[src/rtl/can_tx_mailbox_sched_pkg.sv]
// Shared types for the CAN transmit mailbox scheduler: FSM states, completion
// codes and the completion-pulse priority resolver.
package can_tx_pkg;

  localparam int ID_W = 11;

  typedef enum logic [1:0] {IDLE, ARB, LOAD, BUSY} sched_state_e;

  typedef enum logic [1:0] {CMP_NONE, CMP_OK, CMP_ERR, CMP_LOST} cmp_e;

  // Success outranks error, error outranks arbitration loss.
  function automatic cmp_e cmp_resolve(input logic ok, input logic err, input logic lost);
    cmp_e res;
    if (ok) begin
      res = CMP_OK;
    end else if (err) begin
      res = CMP_ERR;
    end else if (lost) begin
      res = CMP_LOST;
    end else begin
      res = CMP_NONE;
    end
    return res;
  endfunction

endpackage

[src/rtl/can_tx_mailbox_sched_if.sv]
// Host-mailbox and frame-generator signal bundle of the transmit scheduler.
interface can_tx_mailbox_sched_if #(
  parameter int NUM_MB = 3,
  parameter int ID_W   = 11,
  parameter int SEL_W  = $clog2(NUM_MB)
) ();
  logic [NUM_MB-1:0]      mb_set;
  logic [NUM_MB-1:0]      mb_abort;
  logic [NUM_MB*ID_W-1:0] mb_id;
  logic                   fg_ready;
  logic                   frame_gen_intl;
  logic                   fg_arb_lost;
  logic                   fg_error;
  logic                   tx_start;
  logic [SEL_W-1:0]       tx_sel;
  logic                   tx_buff_busy;
  logic [NUM_MB-1:0]      mb_pending;
  logic [NUM_MB-1:0]      mb_ack;
  logic [NUM_MB-1:0]      mb_abort_ack;
  logic [NUM_MB-1:0]      mb_fail;

  modport master (
    output mb_set, mb_abort, mb_id, fg_ready, frame_gen_intl, fg_arb_lost, fg_error,
    input  tx_start, tx_sel, tx_buff_busy, mb_pending, mb_ack, mb_abort_ack, mb_fail
  );

  modport slave (
    input  mb_set, mb_abort, mb_id, fg_ready, frame_gen_intl, fg_arb_lost, fg_error,
    output tx_start, tx_sel, tx_buff_busy, mb_pending, mb_ack, mb_abort_ack, mb_fail
  );
endinterface

[src/rtl/can_tx_mailbox_sched_prio_sel.sv]
// Combinational winner picker: lowest identifier among pending mailboxes,
// ties resolved towards the lowest mailbox index.
module can_id_prio_sel #(
  parameter int NUM_MB = 3,
  parameter int ID_W   = 11,
  parameter int SEL_W  = $clog2(NUM_MB)
) (
  input  logic [NUM_MB-1:0]      pend,
  input  logic [NUM_MB*ID_W-1:0] ids,
  output logic [SEL_W-1:0]       win_idx,
  output logic                   win_valid
);
  logic [ID_W-1:0] best_id_s;
  logic [ID_W-1:0] id_s;
  logic            take_s;

  // Strict less-than keeps the earlier (lower-index) mailbox on equal IDs.
  always_comb begin
    win_idx   = '0;
    win_valid = 1'b0;
    best_id_s = '0;
    id_s      = '0;
    take_s    = 1'b0;
    for (int i = 0; i < NUM_MB; i++) begin
      id_s      = ids[i*ID_W +: ID_W];
      take_s    = pend[i] && (!win_valid || (id_s < best_id_s));
      win_idx   = take_s ? SEL_W'(i) : win_idx;
      best_id_s = take_s ? id_s : best_id_s;
      win_valid = win_valid | take_s;
    end
  end
endmodule

[src/rtl/can_tx_mailbox_sched.sv]
// CAN transmit mailbox scheduler: arbitrates pending mailboxes by identifier,
// hands the winner to the frame generator and retires, retries or drops it.
module can_tx_mailbox_sched #(
  parameter int NUM_MB    = 3,
  parameter int ID_W      = 11,
  parameter int MAX_RETRY = 4,
  parameter int SEL_W     = $clog2(NUM_MB)
) (
  input logic                   clk,
  input logic                   rst,
  can_tx_mailbox_sched_if.slave bus
);
  import can_tx_pkg::*;

  localparam int CNT_W = (MAX_RETRY == 0) ? 1 : $clog2(MAX_RETRY + 1);
  localparam logic [CNT_W-1:0] CNT_LIM = CNT_W'(MAX_RETRY);
  localparam logic [CNT_W-1:0] CNT_SAT = {CNT_W{1'b1}};

  sched_state_e      state_r, state_s;
  logic [SEL_W-1:0]  tx_sel_r, tx_sel_s;
  logic [NUM_MB-1:0] pending_r, pending_s;
  logic [CNT_W-1:0]  cnt_r [NUM_MB];
  logic [CNT_W-1:0]  cnt_s [NUM_MB];
  logic [NUM_MB-1:0] ack_r, ack_s, abort_ack_r, abort_ack_s, fail_r, fail_s;
  logic              tx_start_r, busy_r, abort_lat_r, abort_lat_s;

  logic [NUM_MB-1:0] abort_eff_s, arb_pend_s, sel_hot_s, retire_s;
  logic [SEL_W-1:0]  win_idx_s;
  logic              win_valid_s, active_s, hit_abort_s, set_active_s;
  logic              done_s, ok_s, drop_s, fail_now_s, retry_s;
  logic [CNT_W-1:0]  cur_cnt_s, inc_s;
  cmp_e              cmp_s;

  // An abort only counts for a pending mailbox not being re-set that cycle.
  assign abort_eff_s = bus.mb_abort & ~bus.mb_set & pending_r;
  assign arb_pend_s  = pending_r & ~abort_eff_s;

  can_id_prio_sel #(.NUM_MB(NUM_MB), .ID_W(ID_W), .SEL_W(SEL_W)) u_prio_sel (
    .pend      (arb_pend_s),
    .ids       (bus.mb_id),
    .win_idx   (win_idx_s),
    .win_valid (win_valid_s)
  );

  // Next-state, pending/counter update and completion decode.
  always_comb begin
    sel_hot_s = '0;
    cur_cnt_s = '0;
    for (int i = 0; i < NUM_MB; i++) begin
      sel_hot_s[i] = (tx_sel_r == SEL_W'(i));
      cur_cnt_s    = cur_cnt_s | (sel_hot_s[i] ? cnt_r[i] : '0);
    end
    inc_s    = (cur_cnt_s == CNT_SAT) ? cur_cnt_s : cur_cnt_s + CNT_W'(1);
    active_s = (state_r == LOAD) || (state_r == BUSY);
    cmp_s    = (state_r == BUSY) ? cmp_resolve(bus.frame_gen_intl, bus.fg_error, bus.fg_arb_lost)
                                 : CMP_NONE;

    // The frame in flight cannot be stopped, so an abort of it is only remembered.
    hit_abort_s  = abort_lat_r || (active_s && (|(abort_eff_s & sel_hot_s)));
    set_active_s = active_s && (|(bus.mb_set & sel_hot_s));
    done_s       = (cmp_s != CMP_NONE);
    ok_s         = (cmp_s == CMP_OK);
    drop_s       = done_s && !ok_s && hit_abort_s;
    fail_now_s   = done_s && !ok_s && !hit_abort_s && (MAX_RETRY != 0) && (inc_s >= CNT_LIM);
    retry_s      = done_s && !ok_s && !hit_abort_s && !fail_now_s;

    ack_s       = ok_s ? sel_hot_s : '0;
    fail_s      = fail_now_s ? sel_hot_s : '0;
    abort_ack_s = (abort_eff_s & ~(active_s ? sel_hot_s : '0)) | (drop_s ? sel_hot_s : '0);
    retire_s    = ack_s | fail_s | abort_ack_s;

    for (int i = 0; i < NUM_MB; i++) begin
      pending_s[i] = (pending_r[i] & ~retire_s[i]) | bus.mb_set[i];
      cnt_s[i]     = (bus.mb_set[i] || retire_s[i]) ? '0 :
                     ((retry_s && sel_hot_s[i]) ? inc_s : cnt_r[i]);
    end

    abort_lat_s = active_s && !done_s && hit_abort_s && !set_active_s;
    tx_sel_s    = tx_sel_r;
    case (state_r)
      IDLE: state_s = ((|pending_r) && bus.fg_ready) ? ARB : IDLE;
      ARB: begin
        state_s  = win_valid_s ? LOAD : IDLE;
        tx_sel_s = win_valid_s ? win_idx_s : tx_sel_r;
      end
      LOAD:    state_s = BUSY;
      BUSY:    state_s = done_s ? IDLE : BUSY;
      default: state_s = IDLE;
    endcase
  end

  // State and registered outputs.
  always_ff @(posedge clk or posedge rst) begin
    if (rst) begin
      state_r     <= IDLE;
      tx_sel_r    <= '0;
      pending_r   <= '0;
      ack_r       <= '0;
      abort_ack_r <= '0;
      fail_r      <= '0;
      tx_start_r  <= 1'b0;
      busy_r      <= 1'b0;
      abort_lat_r <= 1'b0;
      for (int i = 0; i < NUM_MB; i++) cnt_r[i] <= '0;
    end else begin
      state_r     <= state_s;
      tx_sel_r    <= tx_sel_s;
      pending_r   <= pending_s;
      ack_r       <= ack_s;
      abort_ack_r <= abort_ack_s;
      fail_r      <= fail_s;
      tx_start_r  <= (state_s == LOAD);
      busy_r      <= (state_s == LOAD) || (state_s == BUSY);
      abort_lat_r <= abort_lat_s;
      for (int i = 0; i < NUM_MB; i++) cnt_r[i] <= cnt_s[i];
    end
  end

  assign bus.tx_start     = tx_start_r;
  assign bus.tx_sel       = tx_sel_r;
  assign bus.tx_buff_busy = busy_r;
  assign bus.mb_pending   = pending_r;
  assign bus.mb_ack       = ack_r;
  assign bus.mb_abort_ack = abort_ack_r;
  assign bus.mb_fail      = fail_r;
endmodule

[src/flat_wrapper.sv]
// flat-port wrapper written by rule: the top's interface ports become plain ports
module can_tx_mailbox_sched_flat import can_tx_pkg::*;
#(
  parameter int NUM_MB    = 3,
  parameter int ID_W      = 11,
  parameter int MAX_RETRY = 4,
  parameter int SEL_W     = $clog2(NUM_MB)
)
  (clk, rst, bus_mb_set, bus_mb_abort, bus_mb_id, bus_fg_ready, bus_frame_gen_intl, bus_fg_arb_lost, bus_fg_error, bus_tx_start, bus_tx_sel, bus_tx_buff_busy, bus_mb_pending, bus_mb_ack, bus_mb_abort_ack, bus_mb_fail);
  can_tx_mailbox_sched_if #(.NUM_MB(NUM_MB), .ID_W(ID_W), .SEL_W(SEL_W)) bus_i ();
  input logic clk;
  input logic rst;
  input wire logic [$bits(bus_i.mb_set)-1:0] bus_mb_set;
  input wire logic [$bits(bus_i.mb_abort)-1:0] bus_mb_abort;
  input wire logic [$bits(bus_i.mb_id)-1:0] bus_mb_id;
  input wire logic [$bits(bus_i.fg_ready)-1:0] bus_fg_ready;
  input wire logic [$bits(bus_i.frame_gen_intl)-1:0] bus_frame_gen_intl;
  input wire logic [$bits(bus_i.fg_arb_lost)-1:0] bus_fg_arb_lost;
  input wire logic [$bits(bus_i.fg_error)-1:0] bus_fg_error;
  output wire logic [$bits(bus_i.tx_start)-1:0] bus_tx_start;
  output wire logic [$bits(bus_i.tx_sel)-1:0] bus_tx_sel;
  output wire logic [$bits(bus_i.tx_buff_busy)-1:0] bus_tx_buff_busy;
  output wire logic [$bits(bus_i.mb_pending)-1:0] bus_mb_pending;
  output wire logic [$bits(bus_i.mb_ack)-1:0] bus_mb_ack;
  output wire logic [$bits(bus_i.mb_abort_ack)-1:0] bus_mb_abort_ack;
  output wire logic [$bits(bus_i.mb_fail)-1:0] bus_mb_fail;
  assign bus_i.mb_set = bus_mb_set;
  assign bus_i.mb_abort = bus_mb_abort;
  assign bus_i.mb_id = bus_mb_id;
  assign bus_i.fg_ready = bus_fg_ready;
  assign bus_i.frame_gen_intl = bus_frame_gen_intl;
  assign bus_i.fg_arb_lost = bus_fg_arb_lost;
  assign bus_i.fg_error = bus_fg_error;
  assign bus_tx_start = bus_i.tx_start;
  assign bus_tx_sel = bus_i.tx_sel;
  assign bus_tx_buff_busy = bus_i.tx_buff_busy;
  assign bus_mb_pending = bus_i.mb_pending;
  assign bus_mb_ack = bus_i.mb_ack;
  assign bus_mb_abort_ack = bus_i.mb_abort_ack;
  assign bus_mb_fail = bus_i.mb_fail;
  can_tx_mailbox_sched #(.NUM_MB(NUM_MB), .ID_W(ID_W), .MAX_RETRY(MAX_RETRY), .SEL_W(SEL_W)) u_core (.clk(clk), .rst(rst), .bus(bus_i));
endmodule
[config.mk]
export PLATFORM = sky130hd
export DESIGN_NAME = can_tx_mailbox_sched_flat
export DESIGN_NICKNAME = d
export VERILOG_FILES = /design/src/rtl/can_tx_mailbox_sched_pkg.sv /design/src/rtl/can_tx_mailbox_sched_if.sv /design/src/rtl/can_tx_mailbox_sched_prio_sel.sv /design/src/rtl/can_tx_mailbox_sched.sv /design/src/flat_wrapper.sv
export SDC_FILE = /design/constraint.sdc
export NUM_CORES = 1
export LEC_CHECK = 0
export ABC_AREA = 1
export CAP_MARGIN = 20
export CORE_UTILIZATION = 51
export DETAILED_ROUTE_END_ITERATION = 10
export PLACE_DENSITY = 0.95
export SYNTH_ARGS = -nofsm -noshare
export SYNTH_HDL_FRONTEND = slang
export SYNTH_SLANG_ARGS = --single-unit
[constraint.sdc]
create_clock -name clk -period 5.6 [get_ports clk]
set_input_delay 1.12 -clock clk [delete_from_list [all_inputs] [get_ports clk]]
set_output_delay 1.12 -clock clk [all_outputs]
set_load 0.02 [all_outputs]
**Word-level counts from Yosys, hierarchy flattened**

Cells that the tools add are included.

- Input bits: 45
- Register bits: 28
- Logic and storage cells: 117

- Bitwise gates (word level): 25
- Add/subtract/negate cells: 1
- Order comparisons: 3
- Equality and inequality tests: 9
- Reduce and logical (&&, ||, !) cells: 41
- Mux-type cells: 26

Operators with widths:

| operator | number |
|---|---|
| 3-bit two-way mux | 14 |
| 11-bit less-than comparator | 2 |
| 11-bit two-way mux | 2 |
| 3-bit AND | 6 |
| 1-bit logical AND | 16 |
| 3-bit OR | 5 |
| 2-bit two-way mux | 7 |
| 2-bit == test (second input constant) | 5 |
| 3-bit inverter | 3 |
| 3-bit OR reduction | 3 |
| 1-bit logical OR | 8 |
| 2-bit case mux with 4 select lines | 1 |
| 2-bit nonzero test | 4 |
| 1-bit logical NOT | 7 |
| 2-bit by 1-bit == test with 1-bit output (second input constant) | 3 |
| 1-bit OR | 5 |
| 2-bit logical NOT | 2 |
| 3-bit by 1-bit adder with 3-bit output (second input constant) | 1 |
| 1-bit AND | 3 |
| 3-bit == test (second input constant) | 1 |
| 3-bit greater-or-equal comparator (second input constant) | 1 |
| 1-bit inverter | 3 |
| 1-bit two-way mux | 2 |
| 2-bit AND reduction | 1 |

**Logic depth before layout (Yosys ltp)**

- Depth in word-level cells: 18
- Depth in mapped cells: 31
- Gate-level depth less buffers: 29

**By module**

From an unflattened synthesis, not the netlist that was laid out.

- Cells, all modules: 308
- Area, all modules: 2,187.1 µm²

By module, submodules not included:

| module | area each (µm²) | sequential area each (µm²) | times used | cells an instance |
|---|---|---|---|---|
| can_tx_mailbox_sched | 1,507.7 | 700.7 | 1 | 190 |
| can_id_prio_sel | 679.4 | 0.0 | 1 | 118 |

**Worst setup path after synthesis**

OpenSTA, ideal clock, no wires.

- Path type: in2reg
- From: input port bus_mb_set[0]
- To: register u_core.tx_sel_r[0], in the netlist u_core.bus.tx_sel[0]
- Cell stages on the path: 31
- Library setup time: 117 ps
- Buffers on the path: 2
- Arrival: 3,949 ps
- Path slack: 1,535 ps
- Cell sequence: inv_1 nand2_1 nand2_1 inv_1 clkbuf_1 nand2_1 ha_1 nand2_1 inv_1 nand2_1 nand2_1 nand2_1 nand2_1 nand2_1 nand2_1 nand2_1 nand2_1 clkbuf_1 nand2_1 o21ai_0 ha_1 nand2_1 inv_1 nand3_1 a31oi_1 a2111oi_0 nand2_1 nand2_1 nand2_1 nand2_1 nand2_1

- Word-level cells in the longest chain between the ends: 15
- Elaborated cells between the ends (all ways): 20

Ends and longest elaborated chain:

| what | RTL line | source |
|---|---|---|
| start, declared | flat_wrapper.sv:13 | `input wire logic [$bits(bus_i.mb_set)-1:0] bus_mb_set;` |
| 3-bit inverter * | can_tx_mailbox_sched.sv:35 | `assign abort_eff_s = bus.mb_abort & ~bus.mb_set & pending_r;` |
| 3-bit AND * (2 in a row) | can_tx_mailbox_sched.sv:35 |  |
| 3-bit inverter * | can_tx_mailbox_sched.sv:36 | `assign arb_pend_s = pending_r & ~abort_eff_s;` |
| 3-bit AND * | can_tx_mailbox_sched.sv:36 |  |
| 11-bit two-way mux | can_tx_mailbox_sched_prio_sel.sv:28 | `best_id_s = take_s ? id_s : best_id_s;` |
| 11-bit less-than comparator | can_tx_mailbox_sched_prio_sel.sv:26 | `take_s = pend[i] && (!win_valid \|\| (id_s < best_id_s));` |
| 1-bit logical OR | can_tx_mailbox_sched_prio_sel.sv:26 |  |
| 1-bit logical AND | can_tx_mailbox_sched_prio_sel.sv:26 |  |
| 11-bit two-way mux / 1-bit OR (equally long branches) | can_tx_mailbox_sched_prio_sel.sv:28, can_tx_mailbox_sched_prio_sel.sv:29 |  |
| 11-bit less-than comparator / 1-bit logical NOT (equally long branches) | can_tx_mailbox_sched_prio_sel.sv:26 |  |
| 1-bit logical OR | can_tx_mailbox_sched_prio_sel.sv:26 |  |
| 1-bit logical AND | can_tx_mailbox_sched_prio_sel.sv:26 |  |
| 1-bit OR | can_tx_mailbox_sched_prio_sel.sv:29 | `win_valid = win_valid \| take_s;` |
| 2-bit AND reduction (no source line) | n/a |  |
| end signal, assigned | can_tx_mailbox_sched.sv:107 | `tx_sel_r <= tx_sel_s;` |
| end, declared | can_tx_mailbox_sched.sv:20 | `logic [SEL_W-1:0] tx_sel_r, tx_sel_s;` |

Every way passes the cells marked *; elsewhere a longest branch is shown, timed or not.
A chain may end at the register's enable or synchronous reset.

**Worst setup path after layout**

Same ends and word-level chain as after synthesis.

==> qor.csv <==
stage,metric,value,unit
finish,fraction of layout cells with a size suffix above 1,4.464,%
synthesis,post-synthesis sequential area ratio,35.42,%
route,wire per inst,12.55,um
global_route,initial antenna violation count,0,
clock_tree,postcts setup bufs,0,
timing,Final setup viols,0,
critical_path,Worst R2R Start,u_core.bus.mb_pending[0]$_DFF_PP0_,
placement,Placed Cells,379,
finish,Final #Nets,403,
critical_path,kind of critical path,in -> reg,
timing,final worst-path cycle share,85.77,%
pwr,Pleak,0.001378,uW
critical_path,r2r endpoint,u_core.bus.tx_sel[0]$_DFFE_PP0P_,
timing,Tightest Pin Transition,555.6,ps
timing,RSZ-0062 raised after global routing,false,
route,DRT Wirelength,4820,um
finish,fin area,2726,sq um
global_route,first-pass GRT wire length,8266,um
critical_path,R2R depth,24,
clock_tree,CTS sink count,28,
timing,Final Hold Fails,0,
clock_tree,root buffer cell,clkbuf_8,
placement,placed cell areas,2628,sq um
global_route,vias in the first global route,2022,
timing,Worst slew margin,62.87,%
finish,final std cells w/o fill,384,
synthesis,synth warn,0,
route,# DRC,0,
critical_path,Setup crit end kind,flop,
clock_tree,# H-tree levels,1,
route,first-pass detailed-route iteration total,4,
floorplanning,num ports,61,
clock_tree,CTS Buffer Depth,2,
synthesis,synth top area cells,"dfrtp_1, nand2_1, ha_1",
synthesis,top-count cell post-synth,nand2_1,
critical_path,Reg2Reg Setup Slack,1800,ps
critical_path,startpoint types,input port,
critical_path,Required @ worst endpoint,5780,ps
critical_path,CP max FO,22,
synthesis,top post-synthesis cells by count,"nand2_1, inv_1, dfrtp_1",
floorplanning,Die H,64.28,um
route,routed via count,2006,
floorplanning,die width,64.28,um
critical_path,"Arr. time, crit path",4980,ps
global_route,global-route usage over all layers,25.54,%
pwr,total power,883.0,uW
finish,area grow syn2layout,37.82,%
flow_run,max_cap viols,0,
route,routed vias/inst,5.224,
floorplanning,total die area,4132,sq um
synthesis,Mapped Nets,340,
floorplanning,Core Rows,22,
clock_tree,"Clk pin slew, worst setup/hold paths",100,ps
min_path,Hold Startpoint,u_core.cnt_r[2]$_DFFE_PP0P_,
clock_tree,clock buffer count from CTS,3,
synthesis,top_reg_cell synth,dfrtp_1,
synthesis,cells after synthesis,274,
outcome,run status,"complete, no violations",
finish,ant diodes,0,
min_path,Hold Path Depth,2,
synthesis,synth unique cells,29,
floorplanning,core area,3689,sq um
synthesis,post-synth top area share,35.42,%
placement,I/O Buffers,60,
route,antenna-violating nets left,0,
placement,Final HPWL DP,3809,um
min_path,worst hold path class,reg -> reg,
clock_tree,hold_buf cts,0,
synthesis,cell taking the most area after synthesis,dfrtp_1,
floorplanning,initial core utilization,53.63,%
global_route,total gr overflow,0,
global_route,largest net degree at the start of global routing,29,
critical_path,worst setup path end,u_core.bus.tx_sel[0]$_DFFE_PP0P_,
synthesis,Post-Syn Area,1978,sq um
critical_path,CP Launch Point,bus_mb_set[0],
timing,fin crit period,4803,ps
synthesis,Async SR Flop Fraction,100.0,%
placement,placer congestion estimate,0.9135,
finish,post-layout util,73.91,%
clock_tree,CTS tree,built,
timing,Layout Skew,0.6767,ps
pwr,power per cell area,323.9,nW/um^2
synthesis,number of flops mapped to enable cells by yosys,0,
timing,Final Max Tran Viols,0,
clock_tree,"Clk Latency, worst-skew pair",280,ps
synthesis,Synth Register Bits,28,
pwr,VDD IR max,0.1537,mV
timing,setup TNS,0,ps
synthesis,synthesized area per cell,7.220,sq um
clock_tree,Post-CTS Resized,0,
timing,fmax,0.2082,GHz
route,initial drt markers,163,
## cell families (layout without fill, tap and decap cells)
group	Yosys count	count (layout)	share of synthesized area, %
and+or+nand+nor	134	134	28.91
buffers and inverters	47	109	8.918
AOI/OAI and AO/OA	42	42	12.52
DFF	28	28	35.42
adders and majority gates	21	21	13.28
xor gates and xnor gates	1	1	0.4428
muxes	1	1	0.5060
## worst max-delay path: stages
cell and delay (ps):
clkdlybuf4s50_1 450, inv_1 70, nand2_1 80, nand2_1 50
inv_1 280, nand2_1 130, ha_1 300, nand2_1 80
inv_1 40, a21oi_1 130, nand2_1 80, nand2_1 60
nand2_1 40, nand2_1 70, nand2_1 340, o21ai_0 310
ha_1 280, nand2_1 80, inv_1 60, nand3_1 60
a31oi_1 100, a2111oi_0 360, nand2_1 100, nand2_1 90
nand2_1 50, nand2_1 80, nand2_1 60
## worst min path at each step
stage | end | slack (ps)
2_1_floorplan | u_core.state_r[0]$_DFF_PP0_ | 450
3_3_place_gp | u_core.state_r[0]$_DFF_PP0_ | 470
3_5_place_dp | u_core.state_r[0]$_DFF_PP0_ | 480
4_1_cts | u_core.cnt_r[2]$_DFFE_PP0P_ | 500
5_1_grt | u_core.cnt_r[5]$_DFFE_PP0P_ | 550
6_report | u_core.cnt_r[2]$_DFFE_PP0P_ | 510
## cell type report
class | count | area (sq um)
Tap cell | 48 | 60.06
Timing Repair Buffer | 61 | 628.1
Inverter | 44 | 165.2
Sequential cell | 28 | 700.7
Clock buffer | 3 | 41.29
Multi-Input combinational cell | 199 | 1101
Fill cell | 266 | 962.2
Clock inverter | 1 | 30.03
## state kept, by name, indices dropped and copies added, names as in the netlist
signal,cells
u_core.bus.tx_buff_busy,1
u_core.bus.mb_ack,3
u_core.bus.tx_sel,2
u_core.state_r,2
u_core.bus.mb_pending,3
u_core.bus.mb_abort_ack,3
u_core.abort_lat_r,1
u_core.bus.mb_fail,3
u_core.bus.tx_start,1
u_core.cnt_r,9
## stage by stage
step           hold slack, ps  worst slack (ps)
2_1_floorplan           452.3              1535
3_3_place_gp            472.3             738.5
3_5_place_dp            483.7             560.4
4_1_cts                 504.6             848.2
5_1_grt                 549.8             376.8
6_report                507.9             797.0
## routing by layer
metal  part of all wire, %  track usage, %
met1                    43           30.78
met5                     0               0
met4                   1.5           11.67
met3                   3.9           2.679
met2                    52           45.26
## cell usage in the layout, fill, tap and decap left out, types with 2 or more instances in the layout
cell	netlist	routed
dfrtp_1	28	28
a21oi_1	13	13
o22ai_1	4	4
o31ai_1	2	2
ha_1	21	21
clkdlybuf4s50_1	0	60
clkbuf_8	0	3
nor2_1	21	21
nand3_1	15	15
or2_1	2	2
o21ai_1	4	4
inv_1	42	42
o221ai_1	2	2
o21ai_0	13	13
nand4_1	4	4
nor3_1	2	2
inv_2	2	2
or2_2	3	3
nand2_1	82	82
## report_power, final
group	internal [uW]	switching, uW	leakage (uW)	total, uW
Combinational	180	272	0.000977	452
Sequential	239	29.9	0.000366	269
Clock	95.8	66.2	0.0000357	162
Total	515	368	0.00138	883
(Power assumes the default switching activity.)
